$ cat src/rtl/auth_pkg.sv
// Shared types and command bytes for the BLE authorisation receiver.
package auth_pkg;

    typedef enum logic [1:0] {
        OFF,
        PWR1,
        PWR2
    } auth_state_t;

    typedef enum logic [1:0] {
        IDLE,
        START,
        DATA,
        STOP
    } uart_state_t;

    localparam logic [7:0] CMD_GO   = 8'h47;
    localparam logic [7:0] CMD_STOP = 8'h53;

endpackage

$ cat src/rtl/auth_rx_if.sv
// Received-byte stream from the UART core to the authorisation logic.
interface auth_rx_if;

    logic       rx_rdy;
    logic [7:0] rx_data;
    logic       frm_err;

    modport master (output rx_rdy, output rx_data, output frm_err);
    modport slave  (input  rx_rdy, input  rx_data, input  frm_err);

endinterface

$ cat src/rtl/uart_rx_core.sv
// 8N1 UART receiver: synchronised input, half-bit start qualification,
// mid-bit sampling of data and stop, one-cycle rx_rdy / frm_err strobes.
module uart_rx_core
    import auth_pkg::*;
#(
    parameter int BAUD_DIV = 2604
) (
    input  logic         clk,
    input  logic         rst,
    input  logic         i_rx,
    auth_rx_if.master    o_bus
);

    localparam int               CNT_W    = $clog2(BAUD_DIV + 1);
    localparam logic [CNT_W-1:0] CNT_HALF = CNT_W'(BAUD_DIV / 2);
    localparam logic [CNT_W-1:0] CNT_FULL = CNT_W'(BAUD_DIV);

    uart_state_t      r_state, w_state_nxt;
    logic             r_sync1, r_sync2, r_rx_prev;
    logic [CNT_W-1:0] r_cnt, w_cnt_nxt;
    logic [2:0]       r_bit_idx, w_bit_idx_nxt;
    logic [7:0]       r_shift, w_shift_nxt;
    logic [7:0]       r_data, w_data_nxt;
    logic             r_rdy, w_rdy_nxt;
    logic             r_ferr, w_ferr_nxt;
    logic             w_fall;
    logic             w_tick;

    // Idle-high reset value keeps a reset release from looking like a start edge.
    always_ff @(posedge clk) begin
        if (rst) begin
            r_sync1   <= 1'b1;
            r_sync2   <= 1'b1;
            r_rx_prev <= 1'b1;
        end else begin
            // NOTE: non-blocking so each flop takes the previous stage's old value.
            r_sync1   <= i_rx;
            r_sync2   <= r_sync1;
            r_rx_prev <= r_sync2;
        end
    end

    assign w_fall = r_rx_prev & ~r_sync2;
    // Sampling happens as the counter passes 1, giving exactly N cycles per load of N.
    assign w_tick = (r_cnt == CNT_W'(1));

    always_comb begin
        // NOTE: every next-state value gets a default first, so no latch is inferred.
        w_state_nxt   = r_state;
        w_cnt_nxt     = r_cnt;
        w_bit_idx_nxt = r_bit_idx;
        w_shift_nxt   = r_shift;
        w_data_nxt    = r_data;
        w_rdy_nxt     = 1'b0;
        w_ferr_nxt    = 1'b0;

        case (r_state)
            IDLE: begin
                if (w_fall) begin
                    w_state_nxt = START;
                    w_cnt_nxt   = CNT_HALF;
                end
            end
            START: begin
                if (!w_tick) begin
                    w_cnt_nxt = r_cnt - CNT_W'(1);
                end else if (r_sync2) begin
                    w_state_nxt = IDLE;
                    w_cnt_nxt   = '0;
                end else begin
                    w_state_nxt   = DATA;
                    w_cnt_nxt     = CNT_FULL;
                    w_bit_idx_nxt = 3'd0;
                end
            end
            DATA: begin
                if (!w_tick) begin
                    w_cnt_nxt = r_cnt - CNT_W'(1);
                end else begin
                    w_shift_nxt   = {r_sync2, r_shift[7:1]};
                    w_cnt_nxt     = CNT_FULL;
                    w_bit_idx_nxt = r_bit_idx + 3'd1;
                    if (r_bit_idx == 3'd7) begin
                        w_state_nxt = STOP;
                    end
                end
            end
            STOP: begin
                if (!w_tick) begin
                    w_cnt_nxt = r_cnt - CNT_W'(1);
                end else begin
                    w_state_nxt = IDLE;
                    w_cnt_nxt   = '0;
                    if (r_sync2) begin
                        w_data_nxt = r_shift;
                        w_rdy_nxt  = 1'b1;
                    end else begin
                        w_ferr_nxt = 1'b1;
                    end
                end
            end
            default: begin
                w_state_nxt = IDLE;
                w_cnt_nxt   = '0;
            end
        endcase
    end

    always_ff @(posedge clk) begin
        if (rst) begin
            r_state   <= IDLE;
            r_cnt     <= '0;
            r_bit_idx <= 3'd0;
            r_shift   <= 8'h00;
            r_data    <= 8'h00;
            r_rdy     <= 1'b0;
            r_ferr    <= 1'b0;
        end else begin
            r_state   <= w_state_nxt;
            r_cnt     <= w_cnt_nxt;
            r_bit_idx <= w_bit_idx_nxt;
            r_shift   <= w_shift_nxt;
            r_data    <= w_data_nxt;
            r_rdy     <= w_rdy_nxt;
            r_ferr    <= w_ferr_nxt;
        end
    end

    assign o_bus.rx_rdy  = r_rdy;
    assign o_bus.rx_data = r_data;
    assign o_bus.frm_err = r_ferr;

endmodule

$ cat src/rtl/auth_rx.sv
// BLE power authorisation: 'G' powers up, 'S' or rider leaving powers down.
// Optional idle power-down when AUTH_IDLE_TIMEOUT_EN is defined.
module auth_rx
    import auth_pkg::*;
#(
    parameter int BAUD_DIV    = 2604
`ifdef AUTH_IDLE_TIMEOUT_EN
   ,parameter int TIMEOUT_CYC = 2**26
`endif
) (
    input  logic       clk,
    input  logic       rst,
    input  logic       RX,
    input  logic       rider_off,
    output logic       pwr_up,
    output logic       rx_rdy,
    output logic [7:0] rx_data,
    output logic       frm_err
);

    auth_rx_if u_bus ();

    uart_rx_core #(
        .BAUD_DIV (BAUD_DIV)
    ) u_core (
        .clk   (clk),
        .rst   (rst),
        .i_rx  (RX),
        .o_bus (u_bus)
    );

    auth_state_t r_auth, w_auth_nxt;
    logic        r_pwr_up;
    logic        w_go, w_stop;
    logic        w_timeout;

    assign w_go   = u_bus.rx_rdy && (u_bus.rx_data == CMD_GO);
    assign w_stop = u_bus.rx_rdy && (u_bus.rx_data == CMD_STOP);

`ifdef AUTH_IDLE_TIMEOUT_EN
    localparam int TO_W = $clog2(TIMEOUT_CYC + 1);

    logic [TO_W-1:0] r_idle_cnt;

    assign w_timeout = (r_idle_cnt == TO_W'(TIMEOUT_CYC - 1));

    always_ff @(posedge clk) begin
        if (rst) begin
            r_idle_cnt <= '0;
        end else if (!(r_pwr_up && rider_off) || w_timeout) begin
            r_idle_cnt <= '0;
        end else begin
            r_idle_cnt <= r_idle_cnt + TO_W'(1);
        end
    end
`else
    assign w_timeout = 1'b0;
`endif

    always_comb begin
        w_auth_nxt = r_auth;
        case (r_auth)
            OFF:  if (w_go) w_auth_nxt = PWR1;
            PWR1: if (w_stop) w_auth_nxt = rider_off ? OFF : PWR2;
            // A fresh 'G' cancels a pending shutdown even if the rider just left.
            PWR2: begin
                if (w_go) begin
                    w_auth_nxt = PWR1;
                end else if (rider_off) begin
                    w_auth_nxt = OFF;
                end
            end
            default: w_auth_nxt = OFF;
        endcase
        if (w_timeout) begin
            w_auth_nxt = OFF;
        end
    end

    always_ff @(posedge clk) begin
        if (rst) begin
            r_auth   <= OFF;
            r_pwr_up <= 1'b0;
        end else begin
            r_auth   <= w_auth_nxt;
            r_pwr_up <= (w_auth_nxt != OFF);
        end
    end

    assign pwr_up  = r_pwr_up;
    assign rx_rdy  = u_bus.rx_rdy;
    assign rx_data = u_bus.rx_data;
    assign frm_err = u_bus.frm_err;

endmodule

$ cat config.mk
export PLATFORM = sky130hd
export DESIGN_NAME = auth_rx
export DESIGN_NICKNAME = d
export VERILOG_FILES = /design/src/rtl/auth_pkg.sv /design/src/rtl/auth_rx_if.sv /design/src/rtl/uart_rx_core.sv /design/src/rtl/auth_rx.sv
export SDC_FILE = /design/constraint.sdc
export NUM_CORES = 1
export LEC_CHECK = 0
export BUFFER_PORTS_ARGS = -buffer_cell sky130_fd_sc_hd__buf_2
export CAP_MARGIN = 25
export CORE_UTILIZATION = 49
export CTS_BUF_LIST = sky130_fd_sc_hd__clkbuf_2
export DETAILED_ROUTE_END_ITERATION = 10
export GPL_TIMING_DRIVEN = 1
export HOLD_SLACK_MARGIN = 0.06
export PLACE_DENSITY = 0.67
export SYNTH_ARGS = -nofsm -noshare
export SYNTH_HDL_FRONTEND = slang
export SYNTH_SLANG_ARGS = --single-unit
$ cat constraint.sdc
create_clock -name clk -period 2.31 [get_ports clk]
set_input_delay 0 -clock clk [delete_from_list [all_inputs] [get_ports clk]]
set_output_delay 0 -clock clk [all_outputs]
set_load 0.005 [all_outputs]
Word-level counts from Yosys, hierarchy flattened:

Index checks and enable logic that the tools add are counted.
Widths: inputs -> output; s select.

* register bits after elaboration: 41
* bits in latches: 0
* RAM bits: 0
* memory bits (read-only): 0
* input bits: 4
* logic and storage cells: 69
* memories: 0

* $add $sub $neg: 2
* multiply operators: 0
* divide/modulo/power cells: 0
* magnitude comparators: 0
* equality and inequality tests: 15
* shift-type cells: 0
* mux-type cells: 25
* bitwise operators: 4
* reduce and logical (&&, ||, !) cells: 11

Operators with widths (count)
* $mux 12: 5
* $pmux 12 s4: 1
* $mux 2: 11
* $eq 8x7->1 const B: 2
* $eq 12x1->1 const B: 1
* $sub 12x1->12 const B: 1
* $ne 2x1->1 const B: 5
* $mux 3: 3
* $pmux 2 s4: 1
* $eq 2x2->1 const B: 3
* $pmux 2 s3: 1
* $pmux 3 s2: 1
* $reduce_and 5->1: 1
* $eq 2x1->1 const B: 2
* $logic_not 2->1: 2
* $reduce_and 4->1: 1
* $reduce_bool 2->1: 2
* $add 3x1->3 const B: 1
* $eq 3x3->1 const B: 1
* $not 1->1: 3
* $reduce_and 3->1: 1
* $reduce_or 3->1: 1
* $logic_and 1x1->1: 2
* $mux 1: 2
* other kinds (3): 3

Depth between registers and ports, before layout:

* word-level depth: 5
* mapped depth: 8

Hierarchy:

Synthesis repeated with hierarchy kept, for this count alone.

* cell total of the unflattened synthesis: 218
* area total of the unflattened synthesis: 1924.3 um^2

By module, submodules not included
* uart_rx_core: instances 1, cells each 196, area each 1716.6 um^2
* auth_rx: instances 1, cells each 22, area each 207.7 um^2

Least setup slack after synthesis:

No wires, ideal clock.

* kind: register to register
* from: register u_core.r_cnt[1]
* to: register u_core.r_data[4], in the netlist u_core.o_bus.rx_data[4]
* library setup time: 0.125 ns
* data arrival time: 1.907 ns
* data required time: 2.185 ns
* slack: 0.278 ns
* cell stages (with the launch flop): 9
* buffers on the path: 2
* clock period less this slack: 2.032 ns
* path through: dfxtp_1 > inv_1 > ha_1 > or4b_1 > buf_2 > or4_4 > buf_6 > mux2i_1 > nor2_1

* longest elaborated chain between the ends: 2

Ends and longest elaborated chain
* start: declaration: RTL line uart_rx_core.sv:20 `logic [CNT_W-1:0] r_cnt, w_cnt_nxt;`
* start signal: assignment: RTL line uart_rx_core.sv:120 `r_cnt <= w_cnt_nxt;`
* $eq 12x1->1: RTL line uart_rx_core.sv:45 `assign w_tick = (r_cnt == CNT_W'(1));`
* $reduce_and 3->1 (no line)
* end signal: assignment: RTL line uart_rx_core.sv:123 `r_data <= w_data_nxt;`
* end: declaration: RTL line uart_rx_core.sv:23 `logic [7:0] r_data, w_data_nxt;`

Every way passes these cells.
A chain may end at the register's enable or synchronous reset.

Worst setup path after layout:

* from: register u_core.r_cnt[1]
* to: register u_core.r_data[6], in the netlist u_core.o_bus.rx_data[6]

The elaborated chain is that of the path after synthesis.

==> summary.md <==
| Metric | Value |
|---|---|
| Drt first pass iters | `4` |
| Clock Sinks | `41` |
| Clk_skew | `0.02515 ns` |
| Overflow after GRT | `0` |
| Max cap viols | `0` |
| Worst skew pair latency | `0.39 ns` |
| Slew headroom | `0.5484` |
| Slowest-stage cell, CP | `or4b_1` |
| Unique masters post-synth | `49` |
| Worst-path cell chain | `inv_1 -> ha_1 -> or4b_1 -> or4_4 -> mux2i_1 -> nor2_1` |
| Root buffer cell | `clkbuf_2` |
| Synth Area per Inst | `9.040 um2` |
| FILL cells | `338` |
| Placed insts | `264` |
| Htree depth | `2` |
| Simple-gate share of the synthesized area | `0.2225` |
| CTS clk-pin slew, worst paths | `0.19 ns` |
| Adder-cell share of the synthesized area | `0.02649` |
| Post-DP HPWL | `2696 um` |
| Compound-gate portion of the synthesized area | `0.1781` |
| Vias per cell | `5.825` |
| I/O Pins | `15` |
| Vias | `1,596` |
| Layout Utilization | `0.5611` |
| Post-synthesis mux area share | `0.07947` |
| Pin count of the biggest net entering global routing | `40` |
| Finished Cell Area | `0.002069 mm2` |
| Crit Path Category | `register to register` |
| Die height | `64.10 um` |
| Port buffer count | `14` |
| Syn Inst Count | `209` |
| Worst path max stage delay | `0.57 ns` |
| Share of async-settable or async-resettable flops after synthesis | `0` |
| EDFF count, synth | `0` |
| GPL Wtd Cong | `0.8652` |
| Die area | `0.004108 mm2` |
| WP data required | `2.56 ns` |
| DP Area | `0.001982 mm2` |
| Delay-heaviest family, CP | `simple AND/OR/NAND/NOR gates` |
| Slew @ Worst Pin | `0.6774 ns` |
| Main synth FF type | `dfxtp_1` |
| Synthesized cell area | `0.001889 mm2` |
| RSZ-0062 raised after global routing | `false` |
| CP Data Arrival Time | `2.38 ns` |
| Syn-to-layout area delta | `9.536%` |
| Final worst slack | `0.1824 ns` |
| Xor and xnor area share after synthesis | `0` |
| CP Launch Type | `register` |
| Final min period | `2.128 ns` |
| GRT Total Usage | `0.2136` |
| Mapped Nets | `217` |
| Final Hold Viols | `0` |
| Mean routed wirelength per cell | `13.98 um` |
| VDD IR max | `441.9 uV` |
| CTS tree | `built` |
| Final setup fails | `0` |
| Yosys warnings | `0` |
| Total leakage power | `0.8619 nW` |
| Largest family of logic cells by synthesized area | `simple AND/OR/NAND/NOR gates` |
| Row Count | `22` |
| Core box area | `0.003689 mm2` |
| Total clock buffers created by CTS | `5` |
| Post-Layout Cell Count | `274` |
| Slew Limit Fails | `0` |
| FMAX | `470.0 MHz` |
| Most common cell after layout, fill and taps aside | `dfxtp_1` |
| N_diodes | `0` |
| CP max FO | `9` |
| Tcrit/Tclk final | `0.9211` |
| Die W | `64.10 um` |
| Max clock buf depth | `2` |
| Remaining DRCs | `0` |
| Power per Cell Area | `656.7 mW/mm2` |
| Initial Util | `0.5122` |
| Nets | `233` |
| Register bit total from synthesis | `41` |
| Crit path buf inv count | `1` |
| Vias in the first global route | `1,528` |
| Commonest non-fill, non-tap cells in the layout | `dfxtp_1 (41), nor2_1 (26), a21oi_1 (16)` |
| Outcome | `complete, no violations` |
| Crit path capture type | `register` |
| Antenna-violating nets left | `0` |
| First-pass GRT wire length | `6906 um` |
| HP Class | `primary input to register` |
| Post-synthesis sequential area ratio | `0.4344` |
| Initial antenna violation count | `0` |
| Share of cells above drive strength 1 | `0.1593` |
| Post-Place Worst Slack | `0.1156 ns` |
| Routed wire length | `3830 um` |
| Setup TNS | `0 ns` |
| Drt first-iter violations | `117` |
-- synth_stat cells, types with 4 or more instances --
library cell / number / share of area
dfxtp_1: 41 / 0.43
nor2_1: 26 / 0.052
a21oi_1: 16 / 0.042
mux2i_1: 15 / 0.079
inv_1: 8 / 0.016
o21ai_0: 8 / 0.021
a211oi_1: 7 / 0.028
nand2_1: 7 / 0.014
nand3_1: 7 / 0.019
nor3_1: 5 / 0.013
ha_1: 4 / 0.026
nand2b_1: 4 / 0.013
nor2b_1: 4 / 0.013
or2_2: 4 / 0.013
-- metal layers --
metal / part of all wire / wire length, um / global-route usage / vias up
met3: 0.036 / 138 / 0.04821 / 2
met2: 0.49 / 1866 / 0.3590 / 31
li1: - / - / - / 800
met1: 0.47 / 1807 / 0.2708 / 763
met4: 0.0044 / 17 / 0.06667 / 0
met5: 0 / 0 / 0 / -
-- power by group --
part           internal, mW  switching [mW]
registers             0.730          0.0294
clock network         0.185           0.224
logic                0.0746           0.116
total                 0.990           0.369
-- registers in the layout, summed over array words and instances (netlist names), 2 cells and up, named ones only --
| register | count |
|---|---|
| r_auth | 2 |
| u_core.o_bus.rx_data | 8 |
| u_core.r_bit_idx | 3 |
| u_core.r_cnt | 12 |
| u_core.r_shift | 8 |
-- repair_timing --
action,4_1_cts,5_1_grt
resized for setup,0,1
setup endpoints to repair,0,5
hold buffers,2,0
hold endpoints to repair,3,0
setup buffers,0,0
-- area by class of cell --
type	count	area, um2	share of cell area
multi-input combinational	148	967.2	0.4674
sequential	41	820.8	0.3966
timing repair buffer	21	127.6	0.06167
tap	48	60.06	0.02902
clock inverter	2	33.78	0.01632
clock buffer	6	30.03	0.01451
inverter	8	30.03	0.01451
-- metrics by stage --
step | hold slack [ns] | power [mW]
2_1_floorplan | 0.07847 | 0.9107
3_3_place_gp | 0.1910 | 0.9452
3_5_place_dp | 0.1895 | 0.9533
4_1_cts | 0.09857 | 1.366
5_1_grt | 0.09369 | 1.435
6_report | 0.1359 | 1.359
-- worst paths after layout --
check | startpoint | end | slack, ns | cells past startpoint
hold / removal | rst | u_core.o_bus.rx_data[4] | 0.14 | 2
setup / recovery | u_core.r_cnt[1] | u_core.o_bus.rx_data[6] | 0.18 | 6
hold reg to reg | u_core.r_sync1 | u_core.r_sync2 | 0.43 | 1
setup reg to reg | u_core.r_cnt[1] | u_core.o_bus.rx_data[6] | 0.18 | 6
-- kinds of logic (layout without fill, tap and decap cells) --
logic type,Yosys count,count (layout)
and+or+nand+nor,78,78
AOI/OAI and AO/OA,51,51
buffers and inverters,20,37
DFF,41,41
adders and majority gates,4,4
muxes,15,15
Note: power is estimated with default switching activity, not from simulation.
